<file path="src/rtl/spgd_dac_pkg.sv">
// Shared definitions for the SPGD actuator DAC path.
// Contents: the writer FSM state type, the DAC write-and-update command code
// and the default frame geometry used by dac_spi_writer.
package spgd_dac_pkg;

    typedef enum logic [2:0] {
        ST_IDLE     = 3'd0,
        ST_CS_SETUP = 3'd1,
        ST_SHIFT    = 3'd2,
        ST_CS_HOLD  = 3'd3,
        ST_GAP      = 3'd4
    } dac_state_e;

    localparam logic [3:0]  DAC_CMD_WRITE_UPDATE = 4'b0011;

    localparam int unsigned DEFAULT_WIRE_WIDTH = 12;
    localparam int unsigned DEFAULT_CMD_BITS   = 4;
    localparam int unsigned DEFAULT_FRAME_BITS = 16;
    localparam int unsigned DEFAULT_CLK_DIV    = 4;

endpackage

</file>
<file path="src/rtl/spi_bit_timer.sv">
// SPI timing for dac_spi_writer: CLK_DIV-cycle phase counter plus bit counter.
// Ports:
//   clk, rst     - clock, synchronous active-high reset
//   run          - frame in progress (counter held at 0 otherwise)
//   shift_en     - data bits are being shifted (sclk toggling)
//   tick_c       - last cycle of the current CLK_DIV-long phase
//   rise_c       - end of an sclk-low phase while shifting (sclk should rise)
//   fall_c       - end of an sclk-high phase while shifting (sclk should fall)
//   last_bit_c   - the bit on the wire is bit FRAME_BITS-1
module spi_bit_timer #(
    parameter int unsigned FRAME_BITS = 16,
    parameter int unsigned CLK_DIV    = 4
) (
    input  logic clk,
    input  logic rst,
    input  logic run,
    input  logic shift_en,
    output logic tick_c,
    output logic rise_c,
    output logic fall_c,
    output logic last_bit_c
);

    localparam int unsigned PH_W  = (CLK_DIV > 1) ? $clog2(CLK_DIV) : 1;
    localparam int unsigned BIT_W = $clog2(FRAME_BITS + 1);

    logic [PH_W-1:0]  ph_q, ph_d;
    logic             hi_q, hi_d;
    logic [BIT_W-1:0] bit_q, bit_d;

    // Strobes; phases follow each other back to back so the counter never needs re-alignment.
    always_comb begin
        tick_c     = run && (ph_q == PH_W'(CLK_DIV - 1));
        rise_c     = tick_c && shift_en && !hi_q;
        fall_c     = tick_c && shift_en && hi_q;
        last_bit_c = (bit_q == BIT_W'(FRAME_BITS - 1));
    end

    // Next-state for phase, sclk-half and bit counters.
    always_comb begin
        ph_d  = ph_q;
        hi_d  = hi_q;
        bit_d = bit_q;
        if (!run || tick_c) begin
            ph_d = '0;
        end else begin
            ph_d = ph_q + PH_W'(1);
        end
        if (!shift_en) begin
            hi_d  = 1'b0;
            bit_d = '0;
        end else begin
            if (tick_c) begin
                hi_d = !hi_q;
            end
            if (fall_c) begin
                bit_d = bit_q + BIT_W'(1);
            end
        end
    end

    always_ff @(posedge clk) begin
        if (rst) begin
            ph_q  <= '0;
            hi_q  <= 1'b0;
            bit_q <= '0;
        end else begin
            ph_q  <= ph_d;
            hi_q  <= hi_d;
            bit_q <= bit_d;
        end
    end

endmodule

</file>
<file path="src/rtl/dac_spi_writer.sv">
// Serialises offset-binary DAC codes into SPI frames {DAC_CMD, data, zero pad}, MSB first.
// Ports:
//   clk, rst    - clock, synchronous active-high reset
//   data_in     - offset-binary DAC code
//   data_valid  - data_in valid this cycle; taken when ready is also high
//   ready       - a word can be accepted this cycle
//   sclk        - SPI clock, idles low, DAC samples on its rising edge
//   sdi         - SPI data, changes on sclk falling edges
//   cs_n        - DAC chip select, active low
//   done        - one-cycle pulse after cs_n rises at frame end
// Build option: define DAC_SKID_BUF_EN to add a one-word holding register so a
// word can be accepted mid-frame and sent right after the inter-frame gap.
module dac_spi_writer
    import spgd_dac_pkg::*;
#(
    parameter int unsigned          WIRE_WIDTH = DEFAULT_WIRE_WIDTH,
    parameter int unsigned          CMD_BITS   = DEFAULT_CMD_BITS,
    parameter int unsigned          FRAME_BITS = DEFAULT_FRAME_BITS,
    parameter logic [CMD_BITS-1:0]  DAC_CMD    = CMD_BITS'(DAC_CMD_WRITE_UPDATE),
    parameter int unsigned          CLK_DIV    = DEFAULT_CLK_DIV
) (
    input  logic                  clk,
    input  logic                  rst,
    input  logic [WIRE_WIDTH-1:0] data_in,
    input  logic                  data_valid,
    output logic                  ready,
    output logic                  sclk,
    output logic                  sdi,
    output logic                  cs_n,
    output logic                  done
);

    localparam int unsigned PAD_BITS = FRAME_BITS - CMD_BITS - WIRE_WIDTH;

    dac_state_e            state_q, state_d;
    logic [FRAME_BITS-1:0] shreg_q, shreg_d;
    logic                  ready_q, ready_d;
    logic                  sclk_q, sclk_d;
    logic                  sdi_q, sdi_d;
    logic                  cs_n_q, cs_n_d;
    logic                  done_q, done_d;

    logic                  accept_c;
    logic                  start_c;
    logic [WIRE_WIDTH-1:0] start_word_c;
    logic [FRAME_BITS-1:0] start_frame_c;
    logic                  tick_c, rise_c, fall_c, last_bit_c;

`ifdef DAC_SKID_BUF_EN
    logic [WIRE_WIDTH-1:0] hold_q, hold_d;
    logic                  hold_vld_q, hold_vld_d;
`endif

    spi_bit_timer #(
        .FRAME_BITS (FRAME_BITS),
        .CLK_DIV    (CLK_DIV)
    ) u_timer (
        .clk        (clk),
        .rst        (rst),
        .run        (state_q != ST_IDLE),
        .shift_en   (state_q == ST_SHIFT),
        .tick_c     (tick_c),
        .rise_c     (rise_c),
        .fall_c     (fall_c),
        .last_bit_c (last_bit_c)
    );

    // Word that opens the next frame; a held word only exists while a frame is running.
    always_comb begin
        accept_c     = data_valid && ready_q;
`ifdef DAC_SKID_BUF_EN
        start_word_c = hold_vld_q ? hold_q : data_in;
`else
        start_word_c = data_in;
`endif
        start_frame_c = FRAME_BITS'({DAC_CMD, start_word_c}) << PAD_BITS;
    end

    // Frame sequencing: next state and registered outputs.
    always_comb begin
        state_d = state_q;
        shreg_d = shreg_q;
        sclk_d  = sclk_q;
        sdi_d   = sdi_q;
        cs_n_d  = cs_n_q;
        done_d  = 1'b0;
        ready_d = 1'b0;
        start_c = 1'b0;
`ifdef DAC_SKID_BUF_EN
        hold_d     = hold_q;
        hold_vld_d = hold_vld_q;
`endif
        case (state_q)
            ST_IDLE: begin
                cs_n_d  = 1'b1;
                start_c = accept_c;
            end
            ST_CS_SETUP: begin
                if (tick_c) begin
                    state_d = ST_SHIFT;
                end
            end
            ST_SHIFT: begin
                if (rise_c) begin
                    sclk_d = 1'b1;
                end
                if (fall_c) begin
                    sclk_d = 1'b0;
                    if (last_bit_c) begin
                        state_d = ST_CS_HOLD;
                    end else begin
                        sdi_d   = shreg_q[FRAME_BITS-1];
                        shreg_d = shreg_q << 1;
                    end
                end
            end
            ST_CS_HOLD: begin
                if (tick_c) begin
                    cs_n_d  = 1'b1;
                    done_d  = 1'b1;
                    sdi_d   = 1'b0;
                    state_d = ST_GAP;
                end
            end
            ST_GAP: begin
                if (tick_c) begin
`ifdef DAC_SKID_BUF_EN
                    if (hold_vld_q) begin
                        start_c    = 1'b1;
                        hold_vld_d = 1'b0;
                    end else if (accept_c) begin
                        start_c = 1'b1;
                    end else begin
                        state_d = ST_IDLE;
                    end
`else
                    state_d = ST_IDLE;
`endif
                end
            end
            default: begin
                state_d = ST_IDLE;
            end
        endcase

`ifdef DAC_SKID_BUF_EN
        // A word taken while a frame is running waits in the holding register.
        if (accept_c && !start_c) begin
            hold_d     = data_in;
            hold_vld_d = 1'b1;
        end
`endif

        if (start_c) begin
            state_d = ST_CS_SETUP;
            cs_n_d  = 1'b0;
            sclk_d  = 1'b0;
            sdi_d   = start_frame_c[FRAME_BITS-1];
            shreg_d = start_frame_c << 1;
        end

`ifdef DAC_SKID_BUF_EN
        ready_d = !hold_vld_d;
`else
        ready_d = (state_d == ST_IDLE);
`endif
    end

    always_ff @(posedge clk) begin
        if (rst) begin
            state_q <= ST_IDLE;
            shreg_q <= '0;
            ready_q <= 1'b0;
            sclk_q  <= 1'b0;
            sdi_q   <= 1'b0;
            cs_n_q  <= 1'b1;
            done_q  <= 1'b0;
        end else begin
            state_q <= state_d;
            shreg_q <= shreg_d;
            ready_q <= ready_d;
            sclk_q  <= sclk_d;
            sdi_q   <= sdi_d;
            cs_n_q  <= cs_n_d;
            done_q  <= done_d;
        end
    end

`ifdef DAC_SKID_BUF_EN
    always_ff @(posedge clk) begin
        if (rst) begin
            hold_q     <= '0;
            hold_vld_q <= 1'b0;
        end else begin
            hold_q     <= hold_d;
            hold_vld_q <= hold_vld_d;
        end
    end
`endif

    assign ready = ready_q;
    assign sclk  = sclk_q;
    assign sdi   = sdi_q;
    assign cs_n  = cs_n_q;
    assign done  = done_q;

endmodule

</file>
<file path="config.mk">
export PLATFORM = sky130hd
export DESIGN_NAME = dac_spi_writer
export DESIGN_NICKNAME = d
export VERILOG_FILES = /design/src/rtl/spgd_dac_pkg.sv /design/src/rtl/spi_bit_timer.sv /design/src/rtl/dac_spi_writer.sv
export SDC_FILE = /design/constraint.sdc
export NUM_CORES = 1
export LEC_CHECK = 0
export CORE_UTILIZATION = 40
export CTS_BUF_LIST = sky130_fd_sc_hd__clkbuf_4
export CTS_CLUSTER_SIZE = 14
export DETAILED_ROUTE_END_ITERATION = 6
export SLEW_MARGIN = 10
export SYNTH_ARGS = -nofsm -noshare
export SYNTH_HDL_FRONTEND = slang
export SYNTH_HIERARCHICAL = 1
export SYNTH_SLANG_ARGS = --single-unit
</file>
<file path="constraint.sdc">
create_clock -name clk -period 3.07 [get_ports clk]
set_input_delay 0.307 -clock clk [delete_from_list [all_inputs] [get_ports clk]]
set_output_delay 0.307 -clock clk [all_outputs]
set_load 0.02 [all_outputs]
</file>
== Word-level counts from Yosys, hierarchy flattened ==
Cells that the tools add are included.

* Register bits after elaboration: 31
* Memories: 0
* Latch bits: 0
* Bits of input ports: 15
* Memory bits (read-only): 0
* Bits in writable memories: 0
* Word-level logic and storage cells: 74

* Muxes and demuxes: 22
* Magnitude comparators: 0
* Add/sub/neg operators: 2
* Shifts and indexed selects: 0
* Bitwise operators: 3
* Div/mod/pow operators: 0
* Multipliers: 0
* Equality and inequality tests: 11
* Reductions and logical operators: 25

{| class="wikitable"
|+ Operators with widths
! operator !! number
|-
| $mux W15 || 4
|-
| $mux W3 || 6
|-
| $pmux W3 S5 || 1
|-
| $mux W1 || 9
|-
| $reduce_bool A2 Y1 || 4
|-
| $reduce_or A2 Y1 || 4
|-
| $eq A3 B2 Y1 const B || 2
|-
| $logic_not A3 Y1 || 2
|-
| $ne A2 B2 Y1 const B || 3
|-
| $reduce_and A3 Y1 || 2
|-
| $reduce_bool A3 Y1 || 2
|-
| $add A5 B1 Y5 const B || 1
|-
| $eq A5 B4 Y1 const B || 1
|-
| $logic_and A1 B1 Y1 || 5
|-
| $pmux W1 S2 || 2
|-
| $reduce_and A2 Y1 || 2
|-
| $reduce_and A4 Y1 || 1
|-
| $eq A3 B1 Y1 const B || 1
|-
| $eq A3 B3 Y1 const B || 1
|-
| $ne A3 B2 Y1 const B || 1
|-
| $not A1 Y1 || 3
|-
| $add A2 B1 Y2 const B || 1
|-
| $eq A2 B2 Y1 const B || 1
|-
| $logic_not A1 Y1 || 2
|-
| 2 further kinds || 2
|}

== Logic depth before layout (Yosys ltp) ==
* Depth after elaboration: 8
* Gate-level depth with buffers: 11
* Mapped depth without buffers: 6

== Modules after synthesis ==
Netlist, hierarchy kept.

{| class="wikitable"
|+ By module, submodules not included
! module !! instances !! cells each !! seq. area each (um2) !! area each (um2)
|-
| dac_spi_writer || 1 || 130 || 460.4 || 1,143.6
|-
| spi_bit_timer || 1 || 38 || 160.2 || 356.6
|}

== Least setup slack after synthesis ==
Ideal clock, no wire load.

* Path type: reg2reg
* Start: register state_q[0]
* End: register shreg_q[3]
* Slack: 0.614 ns
* Library setup time: 0.088 ns
* Stages on the path, launching flop included: 11
* Period minus slack after synthesis: 2.456 ns
* Arrival: 2.367 ns
* Required time: 2.982 ns
* Path buffers: 5
* Path through: dfxtp_1 > clkbuf_1 > or3_1 > buf_2 > clkbuf_1 > nand4_2 > inv_1 > clkbuf_1 > clkbuf_1 > nand4_1 > a311oi_2

* Longest elaborated chain between the ends: 6
* Elaborated cells on any way between the ends: 12
* Those cells by class: 2 x eq/ne; 2 x mux; 8 x reduce/logical

{| class="wikitable"
|+ RTL lines
! what !! RTL line !! text
|-
| start, declared || dac_spi_writer.sv:35 || <nowiki>dac_state_e state_q, state_d;</nowiki>
|-
| start signal, assigned || dac_spi_writer.sv:179 || <nowiki>state_q <= state_d;</nowiki>
|-
| $reduce_bool A3 Y1 || dac_spi_writer.sv:60 || <nowiki>.run (state_q != ST_IDLE),</nowiki>
|-
| $logic_and A1 B1 Y1 || spi_bit_timer.sv:33 || <nowiki>tick_c = run && (ph_q == PH_W'(CLK_DIV - 1));</nowiki>
|-
| $logic_and A1 B1 Y1 (*) (2 in series) || spi_bit_timer.sv:35 || <nowiki>fall_c = tick_c && shift_en && hi_q;</nowiki>
|-
| net fall_c || dac_spi_writer.sv:47 || <nowiki>logic tick_c, rise_c, fall_c, last_bit_c;</nowiki>
|-
| $reduce_bool A2 Y1 (no source line) (*) || n/a ||
|-
| $reduce_and A3 Y1 (no source line) (*) || n/a ||
|-
| end signal, assigned || dac_spi_writer.sv:180 || <nowiki>shreg_q <= shreg_d;</nowiki>
|-
| end, declared || dac_spi_writer.sv:36 || <nowiki>logic [FRAME_BITS-1:0] shreg_q, shreg_d;</nowiki>
|}

The timed path passes the listed nets; every way through them passes the cells marked *.
A chain may end at the register's enable or synchronous reset.

== Final worst setup path ==
* Start: register state_q[1]
* End: register shreg_q[5]

Same word-level chain as after synthesis.

==> results.md <==
* Outcome: complete, no violations
* First-pass DRT Iterations at 4
* Dominant cell type by area after synthesis: dfxtp_1
* Post-Syn Area at ~1500 um2
* Max stage delay cell, worst path: dfxtp_1
* Mapped Cells at 168
* CP Launch Type: flop
* Number of hold buffers added after cts at 0
* Setup ws final at 0.8389 ns
* Crit end category: flop
* Die ar. at 3999 um2
* GP Congestion at 0.7815
* Syn_area_per_cell at 8.930 um2
* Antenna violations before repair at 0
* Dpl cells at 222
* Remaining antenna violation count at 0
* CP cell instances: nor3b_1, nand4_2, inv_1, buf_4, nand4_1, a311oi_2
* Final Critical Period at 2.231 ns
* CTS tree: yes
* NumNets Final at 201
* Drt total wl at 3.492 mm
* Via-to-Cell Ratio at 5.926
* Flops & latches, synth at 31
* Pins Over Slew Limit at 0
* Post-synth EDFFs at 0
* # IOs at 20
* Core area at between 3000 and 4000 um2
* Post-Layout Cell Count at 229
* Worst Path Arrival at 2.49 ns
* Top cell type's share of synthesized area at 0.4137
* PD cells at 425.5 nW/um2
* FFs w/ async S/R, synth at 0
* Initial core utilization at 0.4325
* Final worst path period share at 0.7267
* Hold Crit Class: flop to flop
* Worst R2R End: shreg_q[5]
* Top Layer Used: met4
* Primary FF master, synth: dfxtp_1
* Setup TNS at 0 ns
* R2r startpoint: state_q[1]
* Synth area leaders: dfxtp_1 (41%), nand4_1 (6.3%), a311oi_2 (5.0%)
* Relative slew slack at 0.3791
* Worst-path fanout max at 15
* Metal2 WL at 1.562 mm
* Post-synthesis sequential area ratio at 0.4137
* Worst-Margin Slew at about 0.93 ns
* Worst-Skew Late Latency at approximately 0.34 ns
* Final antenna diode count at 0
* CP required at 3.33 ns
* Routed WL per cell at 15.25 um
* GRT overflow at 0
* Highest Clock Rate at 448.2 MHz
* DRC errors left at 0
* Global-route usage over all layers at 0.1926
* Clock buffer count from CTS at 5
* Hold path endpoint: u_timer/ph_q[0]
* Syn-to-layout area delta at 16.43%
* DR vias at 1357
* Syn Nets at 186
* Worst reg2reg path depth at 6
* Row count at 21
* Hpwl dp at 2.318 mm
* Critical path class: flop to flop
* Max-cap viol count at 0
* Hold Fails Final Rpt at 0
* Leakage at 0.5836 nW
* Final Setup Violations at 0
* Synthesis Warnings at 6
* Post-DP Area at 1700 um2
* Worst path buffer plus inverter count at 2
* Worst-path clk slew at 0.10 ns
* Routed wl met3 at 217 um
* FILL cells at between 300 and 400
* DRT iter0 DRCs at 137
* Share of layout cells above drive strength 1 at 0.1038
* WHS Path Cells at 1
* Postcts setup bufs at 0
* Critical Path Max Stage Delay at 0.50 ns
* Clock skew at 0.01073 ns
* PortBufs at 19
* First-pass GRT wire length at 5.927 mm
* CTS Sinks at 31
* Die width at 63.24 um
* Layout Cell Area excl Fill at 1747 um2
* Total power at 0.0007433 W
* Largest net degree at the start of global routing at 26
* Critical path's top delay family: simple AND/OR/NAND/NOR gates
* Hold Startpoint: u_timer/ph_q[0]
* RSZ-0062 raised after global routing: no
* Most frequent cells in the layout: dfxtp_1 (31), clkdlybuf4s50_1 (19), nand4_1 (15)
* Met1 wire length at 1.644 mm
* VDD IR max at 191.7 uV
* Most common cell after layout, fill and taps aside: dfxtp_1
* H-tree depth at 2
* Library cells used by synthesis at 41
* CTS max path bufs at 2
* Root buf cell: clkbuf_4
* Gates resized, CTS repair at 0
* Number of global-route vias before repair at 1256
* Chip height at ~63 um
* Worst slack, placed at 0.8375 ns
* Reg2reg setup slack at 0.84 ns
## synthesized netlist by cell type, drive strengths merged, types with 6 or more instances
cell type,number
clkbuf,10
nand2,6
nand4,16
inv,8
dfxtp,31
buf,6
o21ai,18
nor2,8
nor3,12
a311oi,11
a21oi,6
## stage by stage
stage / util / hold slack (ns)
5_1_grt: 0.5036 / 0.4667
4_1_cts: 0.5036 / 0.4406
3_3_place_gp: 0.4903 / 0.4157
6_report: 0.5036 / 0.4371
3_5_place_dp: 0.4903 / 0.4278
2_1_floorplan: - / 0.3843
## state kept, by name, summed over array words and instances (netlist names)
register       count
state_q            3
sdi                1
u_timer/hi_q       1
u_timer/ph_q       2
shreg_q           15
ready              1
u_timer/bit_q      5
done               1
sclk               1
cs_n               1
## kinds of logic after synthesis
group           count (synthesis)  share of synthesized area
simple gates                   61                     0.2394
compound gates                 46                     0.2277
flops                          31                     0.4137
buf+inv                        24                    0.07673
xor+xnor                        3                    0.01752
fa+ha+maj                       3                    0.02502
## power breakdown
| part | internal, W | total [W] | switching (W) |
|---|---|---|---|
| logic | 0.0000443 | 0.0000913 | 0.0000469 |
| clock network | 0.0000809 | 0.000220 | 0.000139 |
| registers | 0.000420 | 0.000432 | 0.0000118 |
| total | 0.000546 | 0.000743 | 0.000198 |
## layout make-up
class | count | area, um2 | share of cell area
Clock inverter | 2 | 8.758 | 0.005014
Timing Repair Buffer | 24 | 227.7 | 0.1304
Inverter | 8 | 30.03 | 0.01719
Tap cell | 46 | 57.56 | 0.03295
Clock buffer | 5 | 37.54 | 0.02149
Sequential cell | 31 | 620.6 | 0.3553
Multi-Input combinational cell | 113 | 764.5 | 0.4377
## how the worst max path moves through the flow
stage,from,to,cells past startpoint
after floorplan,state_q[0],shreg_q[3],10
after CTS,state_q[1],shreg_q[11],6
after global placement,state_q[1],shreg_q[5],6
final,state_q[1],shreg_q[5],6
after detailed placement,state_q[1],shreg_q[11],6
after global routing,state_q[1],shreg_q[12],6
## layer usage
metal  global-route usage  vias to the layer above
met5                    0                        -
met4              0.08523                        0
met3              0.05616                        8
met2               0.2796                       33
met1               0.2620                      655
li1                     -                      661
Power figures use the tool's default switching activity.
